`config.mk`:
```
export PLATFORM = sky130hd
export DESIGN_NAME = vga_timing_param
export DESIGN_NICKNAME = d
export VERILOG_FILES = /design/src/rtl/vga_pkg.sv /design/src/rtl/sync_delay.sv /design/src/rtl/vga_timing_param.sv
export SDC_FILE = /design/constraint.sdc
export NUM_CORES = 1
export LEC_CHECK = 0
export ABC_AREA = 0
export CAP_MARGIN = 30
export CORE_AREA = 2 2 56 64
export DETAILED_ROUTE_END_ITERATION = 8
export DIE_AREA = 0 0 58 66
export PLACE_DENSITY = 0.88
export SYNTH_ARGS = -nofsm -noshare
export SYNTH_HDL_FRONTEND = slang
export SYNTH_SLANG_ARGS = --single-unit
```
`constraint.sdc`:
```
create_clock -name clk -period 3.6 [get_ports clk]
set_input_delay 1.08 -clock clk [delete_from_list [all_inputs] [get_ports clk]]
set_output_delay 1.08 -clock clk [all_outputs]
set_load 0.01 [all_outputs]
```
`src/rtl/vga_pkg.sv`:
```
// +----------------------------------------------------------------------------+
// | vga_pkg : default 640x480@60 timing constants and timing helpers           |
// | Revision: 1.0                                                              |
// +----------------------------------------------------------------------------+
`default_nettype none

package vga_pkg;

  localparam int unsigned DEF_H_ACTIVE = 640;
  localparam int unsigned DEF_H_FP     = 16;
  localparam int unsigned DEF_H_SYNC   = 96;
  localparam int unsigned DEF_H_BP     = 48;
  localparam int unsigned DEF_V_ACTIVE = 480;
  localparam int unsigned DEF_V_FP     = 10;
  localparam int unsigned DEF_V_SYNC   = 2;
  localparam int unsigned DEF_V_BP     = 33;

  function automatic int unsigned line_total(input int unsigned active, input int unsigned fp,
                                             input int unsigned sync, input int unsigned bp);
    return active + fp + sync + bp;
  endfunction

  // Sync window is [sync_start, sync_end) in counter units.
  function automatic int unsigned sync_start(input int unsigned active, input int unsigned fp);
    return active + fp;
  endfunction

  function automatic int unsigned sync_end(input int unsigned active, input int unsigned fp,
                                           input int unsigned sync);
    return active + fp + sync;
  endfunction

  localparam int unsigned DEF_H_TOTAL = line_total(DEF_H_ACTIVE, DEF_H_FP, DEF_H_SYNC, DEF_H_BP);
  localparam int unsigned DEF_V_TOTAL = line_total(DEF_V_ACTIVE, DEF_V_FP, DEF_V_SYNC, DEF_V_BP);

endpackage

`default_nettype wire

```
`src/rtl/sync_delay.sv`:
```
// +----------------------------------------------------------------------------+
// | sync_delay : enable-qualified delay line, DEPTH 0 is a plain wire          |
// | Revision: 1.0                                                              |
// +----------------------------------------------------------------------------+
`default_nettype none

module sync_delay #(
  parameter int unsigned       WIDTH   = 1,
  parameter int unsigned       DEPTH   = 1,
  parameter logic [WIDTH-1:0]  RST_VAL = '0
) (
  input  logic             clk,
  input  logic             rst_n,
  input  logic             en,
  input  logic [WIDTH-1:0] din,
  output logic [WIDTH-1:0] dout
);

  generate
    if (DEPTH == 0) begin : g_wire
      logic unused_ok;
      assign unused_ok = clk ^ rst_n ^ en;
      assign dout      = din;
    end else begin : g_pipe
      logic [WIDTH-1:0] stage_q [DEPTH];
      logic [WIDTH-1:0] stage_d [DEPTH];

      always_comb begin
        for (int i = 0; i < int'(DEPTH); i++) stage_d[i] = stage_q[i];
        if (en) begin
          stage_d[0] = din;
          for (int i = 1; i < int'(DEPTH); i++) stage_d[i] = stage_q[i-1];
        end
      end

      always_ff @(posedge clk) begin
        if (!rst_n) begin
          for (int i = 0; i < int'(DEPTH); i++) stage_q[i] <= RST_VAL;
        end else begin
          for (int i = 0; i < int'(DEPTH); i++) stage_q[i] <= stage_d[i];
        end
      end

      assign dout = stage_q[DEPTH-1];
    end
  endgenerate

endmodule

`default_nettype wire

```
`src/rtl/vga_timing_param.sv`:
```
// +----------------------------------------------------------------------------+
// | vga_timing_param : parametrised raster counter with sync / active decode   |
// | Revision: 1.0                                                              |
// +----------------------------------------------------------------------------+
`default_nettype none

module vga_timing_param
  import vga_pkg::*;
#(
  parameter int unsigned H_ACTIVE = DEF_H_ACTIVE,
  parameter int unsigned H_FP     = DEF_H_FP,
  parameter int unsigned H_SYNC   = DEF_H_SYNC,
  parameter int unsigned H_BP     = DEF_H_BP,
  parameter int unsigned V_ACTIVE = DEF_V_ACTIVE,
  parameter int unsigned V_FP     = DEF_V_FP,
  parameter int unsigned V_SYNC   = DEF_V_SYNC,
  parameter int unsigned V_BP     = DEF_V_BP,
  parameter logic        H_POL    = 1'b0,
  parameter logic        V_POL    = 1'b0,
  parameter int unsigned SYNC_DLY = 1,
  parameter int unsigned COORD_W  = 10,
  parameter int unsigned FRAME_W  = 8
) (
  input  logic               clk,
  input  logic               rst_n,
  input  logic               pix_en,
  output logic               HSYNC,
  output logic               VSYNC,
  output logic               valid,
  output logic               de,
  output logic [COORD_W-1:0] row,
  output logic [COORD_W-1:0] col,
  output logic               sof,
  output logic               eol,
  output logic [FRAME_W-1:0] frame_cnt
);

  localparam int unsigned H_TOTAL = line_total(H_ACTIVE, H_FP, H_SYNC, H_BP);
  localparam int unsigned V_TOTAL = line_total(V_ACTIVE, V_FP, V_SYNC, V_BP);

  generate
    if ((longint'(H_TOTAL) - 1 > (longint'(1) << COORD_W) - 1) ||
        (longint'(V_TOTAL) - 1 > (longint'(1) << COORD_W) - 1) ||
        (SYNC_DLY > 4) || (COORD_W == 0) || (FRAME_W == 0) ||
        (H_ACTIVE == 0) || (H_FP == 0) || (H_SYNC == 0) || (H_BP == 0) ||
        (V_ACTIVE == 0) || (V_FP == 0) || (V_SYNC == 0) || (V_BP == 0)) begin : g_bad_cfg
      $error("vga_timing_param: illegal timing/width parameters");
    end
  endgenerate

  localparam logic [COORD_W-1:0] H_LAST   = COORD_W'(H_TOTAL - 1);
  localparam logic [COORD_W-1:0] V_LAST   = COORD_W'(V_TOTAL - 1);
  localparam logic [COORD_W-1:0] H_ACT    = COORD_W'(H_ACTIVE);
  localparam logic [COORD_W-1:0] V_ACT    = COORD_W'(V_ACTIVE);
  localparam logic [COORD_W-1:0] H_EOL    = COORD_W'(H_ACTIVE - 1);
  localparam logic [COORD_W-1:0] HS_START = COORD_W'(sync_start(H_ACTIVE, H_FP));
  localparam logic [COORD_W-1:0] HS_END   = COORD_W'(sync_end(H_ACTIVE, H_FP, H_SYNC));
  localparam logic [COORD_W-1:0] VS_START = COORD_W'(sync_start(V_ACTIVE, V_FP));
  localparam logic [COORD_W-1:0] VS_END   = COORD_W'(sync_end(V_ACTIVE, V_FP, V_SYNC));

  logic [COORD_W-1:0] col_q, col_d;
  logic [COORD_W-1:0] row_q, row_d;
  logic [FRAME_W-1:0] frame_q, frame_d;

  always_comb begin
    col_d   = col_q;
    row_d   = row_q;
    frame_d = frame_q;
    if (pix_en) begin
      if (col_q == H_LAST) begin
        col_d = '0;
        if (row_q == V_LAST) begin
          row_d   = '0;
          frame_d = frame_q + FRAME_W'(1);
        end else begin
          row_d = row_q + COORD_W'(1);
        end
      end else begin
        col_d = col_q + COORD_W'(1);
      end
    end
  end

  always_ff @(posedge clk) begin
    if (!rst_n) begin
      col_q   <= '0;
      row_q   <= '0;
      frame_q <= '0;
    end else begin
      col_q   <= col_d;
      row_q   <= row_d;
      frame_q <= frame_d;
    end
  end

  // Gating with rst_n keeps the flags quiet during reset while letting
  // coordinate (0,0) be reported as active the moment reset is released.
  logic active, hs_raw, vs_raw;
  assign active = (col_q < H_ACT) && (row_q < V_ACT);
  assign hs_raw = ((col_q >= HS_START) && (col_q < HS_END)) ? H_POL : ~H_POL;
  assign vs_raw = ((row_q >= VS_START) && (row_q < VS_END)) ? V_POL : ~V_POL;

  assign valid     = rst_n & active;
  assign sof       = rst_n & pix_en & (col_q == '0) & (row_q == '0);
  assign eol       = rst_n & pix_en & (col_q == H_EOL) & (row_q < V_ACT);
  assign row       = row_q;
  assign col       = col_q;
  assign frame_cnt = frame_q;

  logic [2:0] dly_out;

  sync_delay #(
    .WIDTH   (3),
    .DEPTH   (SYNC_DLY),
    .RST_VAL ({~H_POL, ~V_POL, 1'b0})
  ) u_sync_delay (
    .clk   (clk),
    .rst_n (rst_n),
    .en    (pix_en),
    .din   ({hs_raw, vs_raw, valid}),
    .dout  (dly_out)
  );

  assign HSYNC = dly_out[2];
  assign VSYNC = dly_out[1];
  assign de    = dly_out[0];

endmodule

`default_nettype wire

```
---- Word level (Yosys, flattened, before mapping) ----
Memory sizes are Yosys's and may differ from the RTL's.
Index checks and enable logic that the tools add are counted.
word-level totals
  input bits .............................. 3
  memories kept ........................... 1
  memory bits (writable) .................. 3
  word-level logic and storage cells ...... 39
  bits in latches ......................... 0
  output and inout port bits .............. 34
  register bits ........................... 28
  memory bits (read-only) ................. 0
memories
  memory                       words  bits a word  rd ports  clocked after memory_dff  wr ports  RTL line          text
  u_sync_delay.g_pipe.stage_q  1      3            1         0                         1         sync_delay.sv:25  logic [WIDTH-1:0] stage_q [DEPTH];
cells by class
  bitwise gates (word level) .............. 6
  shift operators ......................... 0
  $mul .................................... 0
  equality and inequality tests ........... 3
  $lt $le $gt $ge ......................... 6
  div/mod/pow operators ................... 0
  multiplexer cells ....................... 9
  add/sub/neg operators ................... 3
  reduce and logical (&&, ||, !) cells .... 8
operators with widths
  operator                                                                       number
  10-bit == test, second input constant                                          3
  10-bit by 1-bit adder with 10-bit output, second input constant                2
  10-bit zero test                                                               2
  10-bit less-than comparator, second input constant                             2
  10-bit by 9-bit less-than comparator with 1-bit output, second input constant  2
  10-bit two-way mux                                                             2
  10-bit >= comparator, second input constant                                    1
  10-bit by 9-bit >= comparator with 1-bit output, second input constant         1
  8-bit by 1-bit adder with 8-bit output, second input constant                  1
  1-bit bitwise AND                                                              6
  3-bit two-way mux                                                              2
  1-bit two-way mux                                                              5
  1-bit logical AND                                                              3
  3-bit AND reduction                                                            1
  3-bit OR reduction                                                             1
  2-bit AND reduction                                                            1

---- Depth between registers and ports, before layout ----
Gate-level depths: netlist of run 1.
  word-level depth ........................ 5
  mapped depth ............................ 7
  mapped depth without buffers ............ 6

---- Modules after synthesis ----
Synthesis of run 1 repeated with hierarchy kept, for this count alone.
second synthesis, totals
  cell total of the unflattened synthesis .. 183
  area total of the unflattened synthesis .. 1644.1 µm²
by module, submodules not included
  module            area an instance (µm²)  cells each  instances
  vga_timing_param  1540.2                  174         1
  sync_delay        103.8                   9           1

---- Worst setup path before layout of run 1 ----
OpenSTA, ideal clock, no wires.
  path kind ............................... input to output
  start ................................... input port pix_en
  end ..................................... output port sof
  slack ................................... 727 ps
  arrival ................................. 1793 ps
  stages .................................. 3
  cells stage by stage .................... clkbuf_1 -> nand2_1 -> nor3_1
between the ends
  longest elaborated chain between the ends .. 3
RTL lines
  item                             RTL line                 text
  start: declaration               vga_timing_param.sv:26   input logic pix_en,
  1-bit bitwise AND (3 in series)  vga_timing_param.sv:104  assign sof = rst_n & pix_en & (col_q == '0) & (row_q == '0);
  end: declaration                 vga_timing_param.sv:33   output logic sof,
Every way passes these cells.

---- Worst setup path in the final report of run 1 ----
  start ................................... input port rst_n
  end ..................................... output port sof
between the ends
  longest elaborated chain between the ends .. 3
RTL lines
  item                             RTL line                 text
  start: declaration               vga_timing_param.sv:25   input logic rst_n,
  1-bit bitwise AND (3 in series)  vga_timing_param.sv:104
Every way passes these cells.

==> run metrics, run 1 <==
status=finished, final reports clean; wire length on met3=192 µm; Post-DP Area=2020 µm²; vias per cell=5.96; maximum capacitance violations=0; CTS buffer count=5; Initial Utilization=0.513; share of cells above drive strength 1=0.0982; Final min period=3410 ps; Metal-1 WL=1.63 mm; Worst Setup Start Kind=primary input; syn avg cell area=8.94 µm²; largest cells by area after synthesis=dfxtp_1, ha_1, a21oi_1, o31ai_1, or4_1; Worst-path clk slew=90 ps; pin count of the biggest net entering global routing=20; DRT Wirelength=3.70 mm; Async SR Flop Fraction=0; Rel. slew slack=0.709; first-pass GRT wire length=6.50 mm; boundary pin count=37; FMAX=293 MHz; via count=1550; Critical Path AT=2330 ps; worst slew pin tran=437 ps; Pwr Density=296 nW/µm²; Crit Path Class=primary input to output port; Tot Pwr=0.623 mW; unrepaired setup endpoints after global routing=no; Synth top area share=0.379; clk sinks=31; CTS root buf=clkbuf_4; hold crit path type=flop to flop; die height=66 µm; Sequential Area=621 µm²; Antenna diodes=0; Final Hold Violating Endpoints=0; Layout Cells excl Fill=260; top-count cell post-synth=dfxtp_1; Total Routing Usage GR=0.217; Clock Tree Buf Depth=2; number of hold buffers added after cts=0; Place WS=-125 ps; post-CTS setup buffer count=0; Tcrit/Tclk final=0.948; WL per Instance=14.2 µm; via count of the first global-routing pass=1427; Post-Syn Instances=183; length in cells of the worst reg-to-reg path=5; CP endpoint kind=output port; Die W=58 µm; final setup fails=0; peak supply drop=275 µV; Post-synth top flop=dfxtp_1; yosys warns=0; register bit total from synthesis=31; Post-Syn Area=1640 µm²; footprint of the multi-input gates=951 µm²; Final Instance Area=2110 µm²; fin. max-slew vios=0; initial antenna violation count=0; crit path from=rst_n; drt drc=0; Post-synth EDFFs=0; IO buf count=36; DP Wirelength=2.65 mm; syn nets=192; number of distinct library cells after synthesis=39; sequential area share after synthesis=0.379; CP Max Fanout=3; initial drt markers=29; fin nets=232; CTS tree=yes; R2R Path End=row[8]; LEAKAGE=0.758 nW; worst setup path end=sof; final core occ=0.659; Top Layer Used=met4; Skew-Pair Late Insertion Delay=330 ps; worst setup margin=186 ps; RR Startpoint=col[0]; Worst EP required=2520 ps; most frequent cells after synthesis=dfxtp_1, a21oi_1, nor2_1; core area=3190 µm²; GP Congestion=0.783; final setup skew=8.96 ps; First-pass DRT Iterations=4; die area=3830 µm²; metal2 WL=1.82 mm; area leader, netlist=dfxtp_1; dpl cells=252; synthesis-to-finish area growth=28.7%; gr ovfl total=0; setup slack, reg-to-reg=1490 ps; row count=22; Fill cells=259; DRT antenna net count=0; H-tree Lvls=2
[kinds of logic (layout without fill, tap and decap cells)]
kind of cell | after synthesis | in the layout | share of synthesized area
buffers and inverters | 15 | 56 | 0.0474
XOR/XNOR | 10 | 10 | 0.0535
AO/OA/AOI/OAI | 37 | 37 | 0.141
flip-flops | 31 | 31 | 0.379
multiplexers | 3 | 3 | 0.0183
AND/OR/NAND/NOR | 81 | 81 | 0.314
adder cells (fa/ha/maj) | 6 | 6 | 0.0459
[metal layers]
| metal | vias up | track usage |
|---|---|---|
| li1 | 762 | - |
| met1 | 739 | 0.264 |
| met2 | 42 | 0.364 |
| met3 | 7 | 0.0646 |
| met4 | 0 | 0.0698 |
| met5 | - | 0 |
[cell usage in the layout, fill, tap and decap left out, drive strengths merged, types with 2 or more instances in the layout]
master,instances
clkdlybuf4s50,33
dfxtp,31
nor2,14
a21oi,14
nand3,12
nand2,9
o31ai,9
or4,9
inv,8
o21ai,8
clkbuf,8
nand4,7
xor2,6
ha,6
or3,6
nor3,5
and3,5
xnor2,4
buf,4
and4,3
mux2i,3
o21a,3
nor4,3
dlygate4sd2,2
nor4b,2
[flip-flops by register name (all words and copies together), names as in the netlist]
signal / count
frame_cnt: 8
row: 10
col: 10
u_sync_delay.g_pipe.stage_q: 3
[how the worst min path moves through the flow]
stage / startpoint / end / cells after the start
after detailed placement: u_sync_delay.g_pipe.stage_q[0][1] / u_sync_delay.g_pipe.stage_q[0][1] / 2
final: frame_cnt[7] / frame_cnt[7] / 2
after global placement: u_sync_delay.g_pipe.stage_q[0][2] / u_sync_delay.g_pipe.stage_q[0][2] / 2
after CTS: frame_cnt[7] / frame_cnt[7] / 2
after global routing: frame_cnt[7] / frame_cnt[7] / 2
after floorplan: frame_cnt[7] / frame_cnt[7] / 2
[stage by stage]
step                      hold slack, ps  TNS (ps)
final                                481         0
after global routing                 534         0
after CTS                            489         0
after detailed placement             467      -298
after global placement               460      -232
after floorplan                      496         0
[critical path, stage by stage]
cell,delay [ps]
clkdlybuf4s50_1,480
inv_1,80
nor4_2,130
nand2_1,100
nor3_1,180
dlygate4sd2_1,290
[timing repair]
item / CTS / global route
hold endpoints to repair: 0 / 0
resized for setup: 3 / 2
pin swaps: 0 / 0
setup endpoints to repair: 3 / 3
[layout make-up]
class,instances,area share
multi-input combinational,137,0.452
timing repair buffer,40,0.185
inverter,8,0.0143
clock buffer,8,0.0327
tap,36,0.0214
sequential,31,0.295
[report_power, final]
part           leakage [nW]  switching, mW  internal, mW
combinational         0.469         0.0195        0.0199
clock                0.0386          0.119         0.115
sequential            0.250        0.00386         0.346
total                 0.758          0.142         0.481
Note: power is estimated with default switching activity, not from simulation.
==> inputs of run 2 (changes only) <==
CTS_CLUSTER_SIZE = 20   (was unset)
SETUP_SLACK_MARGIN = 0.3   (was unset)
==> run metrics, run 2 (same netlist as run 1, synthesis figures left out) <==
synthesis-to-finish area growth=28.8% (was 28.7%); die area=3830 µm² (unchanged); DRT antenna net count=0 (unchanged); Pint=0.481 mW (about the same); LEAKAGE=0.756 nW (was 0.758 nW); Worst EP required=2520 ps (about the same); boundary pin count=37 (unchanged); Crit Path Class=primary input to output port (unchanged); WL per Instance=14.6 µm (was 14.2 µm); CP Max Fanout=2 (was 3); Antenna diodes=0 (unchanged); Die W=58 µm (unchanged); Slowest-stage cell, CP=clkdlybuf4s50_1 (unchanged); first-pass GRT wire length=6.53 mm (was 6.50 mm); via count=1544 (was 1550); unrepaired setup endpoints after global routing=no (unchanged); Initial Utilization=0.513 (unchanged); Critical Path AT=1910 ps (was 2330 ps); footprint of the multi-input gates=961 µm² (was 951 µm²); Tcrit/Tclk final=0.830 (was 0.948); sw frac=0.232 (was 0.228); CTS root buf=clkbuf_4 (unchanged); Setup TNS Final=0 ps (unchanged); Pwr Density=297 nW/µm² (was 296 nW/µm²); First-pass DRT Iterations=4 (unchanged); Total Routing Usage GR=0.219 (was 0.217); IO buf count=36 (unchanged); switching power=0.145 mW (was 0.142 mW); R2R Path End=row[7] (was row[8]); Place WS=-125 ps (unchanged); GP Congestion=0.783 (unchanged); final setup skew=6.08 ps (was 8.96 ps); via count of the first global-routing pass=1426 (was 1427); CP Cell Sequence=clkdlybuf4s50_1 -> nand2_1 -> nor3_2 -> buf_2 (was clkdlybuf4s50_1 -> inv_1 -> nor4_2 -> nand2_1 -> nor3_1 -> dlygate4sd2_1); Logic pwr share=0.064 (was 0.063); DP Wirelength=2.65 mm (unchanged); fin. max-slew vios=0 (unchanged); hold crit path type=flop to flop (unchanged); most frequent cells in the layout=clkdlybuf4s50_1, dfxtp_1, nor2_1, a21oi_1, nand3_1 (unchanged); worst setup margin=613 ps (was 186 ps); Clock Tree Buf Depth=2 (unchanged); peak supply drop=273 µV (was 275 µV); FMAX=335 MHz (was 293 MHz); Tot Pwr=0.626 mW (was 0.623 mW); Sequential Area=621 µm² (unchanged); initial antenna violation count=0 (unchanged); core area=3190 µm² (unchanged); number of hold buffers added after cts=0 (unchanged); CTS buffer count=5 (unchanged); final setup fails=0 (unchanged); Worst Setup Start Kind=primary input (unchanged); length in cells of the worst reg-to-reg path=5 (unchanged); H-tree Lvls=2 (unchanged); clk sinks=31 (unchanged); commonest non-fill, non-tap cell in the layout=clkdlybuf4s50_1 (unchanged); CP endpoint kind=output port (unchanged); pin count of the biggest net entering global routing=20 (unchanged); Flop pwr share=0.560 (was 0.562); row count=22 (unchanged); DRT Wirelength=3.79 mm (was 3.70 mm); maximum capacitance violations=0 (unchanged); Rel. slew slack=0.709 (about the same); status=finished, final reports clean (unchanged); Final min period=2990 ps (was 3410 ps); post-CTS setup buffer count=0 (unchanged); clock power share=0.376 (was 0.375); setup slack, reg-to-reg=1480 ps (was 1490 ps); fin nets=232 (unchanged); gr ovfl total=0 (unchanged); initial drt markers=33 (was 29); Skew-Pair Late Insertion Delay=340 ps (was 330 ps); Worst-path clk slew=90 ps (about the same); RR Startpoint=col[0] (unchanged); worst setup path end=eol (was sof); share of cells above drive strength 1=0.121 (was 0.0982); delay of the slowest critical-path stage=480 ps (about the same); worst slew pin tran=435 ps (was 437 ps); Final Hold Violating Endpoints=0 (unchanged); crit path from=pix_en (was rst_n); die height=66 µm (unchanged); CTS tree=yes (unchanged); drt drc=0 (unchanged); Fill cells=260 (was 259); vias per cell=5.94 (was 5.96)
## run 2: what timing repair did
action	CTS	global route
cloned	0	0
gates resized for setup	14	2
setup endpoints to repair	3	3
hold endpoints to repair	0	0
pin swaps	4	2
## run 2: worst min path at each step
| stage | depth (start not counted) | end | startpoint | slack, ps |
|---|---|---|---|---|
| after global placement | 2 | u_sync_delay.g_pipe.stage_q[0][2] | u_sync_delay.g_pipe.stage_q[0][2] | 460 |
| after floorplan | 2 | frame_cnt[7] | frame_cnt[7] | 500 |
| after CTS | 2 | frame_cnt[7] | frame_cnt[7] | 490 |
| final | 2 | frame_cnt[7] | frame_cnt[7] | 480 |
| after global routing | 2 | frame_cnt[7] | frame_cnt[7] | 530 |
| after detailed placement | 2 | u_sync_delay.g_pipe.stage_q[0][1] | u_sync_delay.g_pipe.stage_q[0][1] | 470 |
## run 2: layer usage
metal  part of all wire  wire [µm]  track usage  vias to the layer above
li1                   -          -            -                      758
met1               0.44       1650        0.267                      737
met2               0.49       1870        0.368                       42
met3              0.055        208       0.0626                        7
met4              0.016         61       0.0698                        0
met5                  0          0            0                        -
## run 2: worst max-delay path, delay by kind of cell
kind | cells | cell delay [ps]
simple gates | 2 | 200
buf+inv | 2 | 630
## run 2: per-stage QoR
step | utilization | hold slack (ps) | area, µm² | std cells
5_1_grt | 0.660 | 534 | 2110 | 260
4_1_cts | 0.659 | 489 | 2100 | 260
6_report | 0.660 | 481 | 2110 | 260
2_1_floorplan | - | 496 | 1640 | 183
3_3_place_gp | 0.634 | 460 | 2020 | 252
3_5_place_dp | 0.634 | 467 | 2020 | 252
## run 2: final cells by class
type,count,area share
clock buffer,8,0.0326
inverter,8,0.0142
multi-input combinational,137,0.456
sequential,31,0.294
tap,36,0.0214
timing repair buffer,40,0.182
## run 2: power by group through the flow
stage | combinational (mW) | clock (mW) | sequential [mW]
floorplan | 0.0175 | 0 | 0.359
global placement | 0.0391 | 0 | 0.358
detailed placement | 0.0395 | 0 | 0.358
CTS | 0.0401 | 0.240 | 0.350
global route | 0.0445 | 0.251 | 0.351
finish | 0.0399 | 0.236 | 0.350
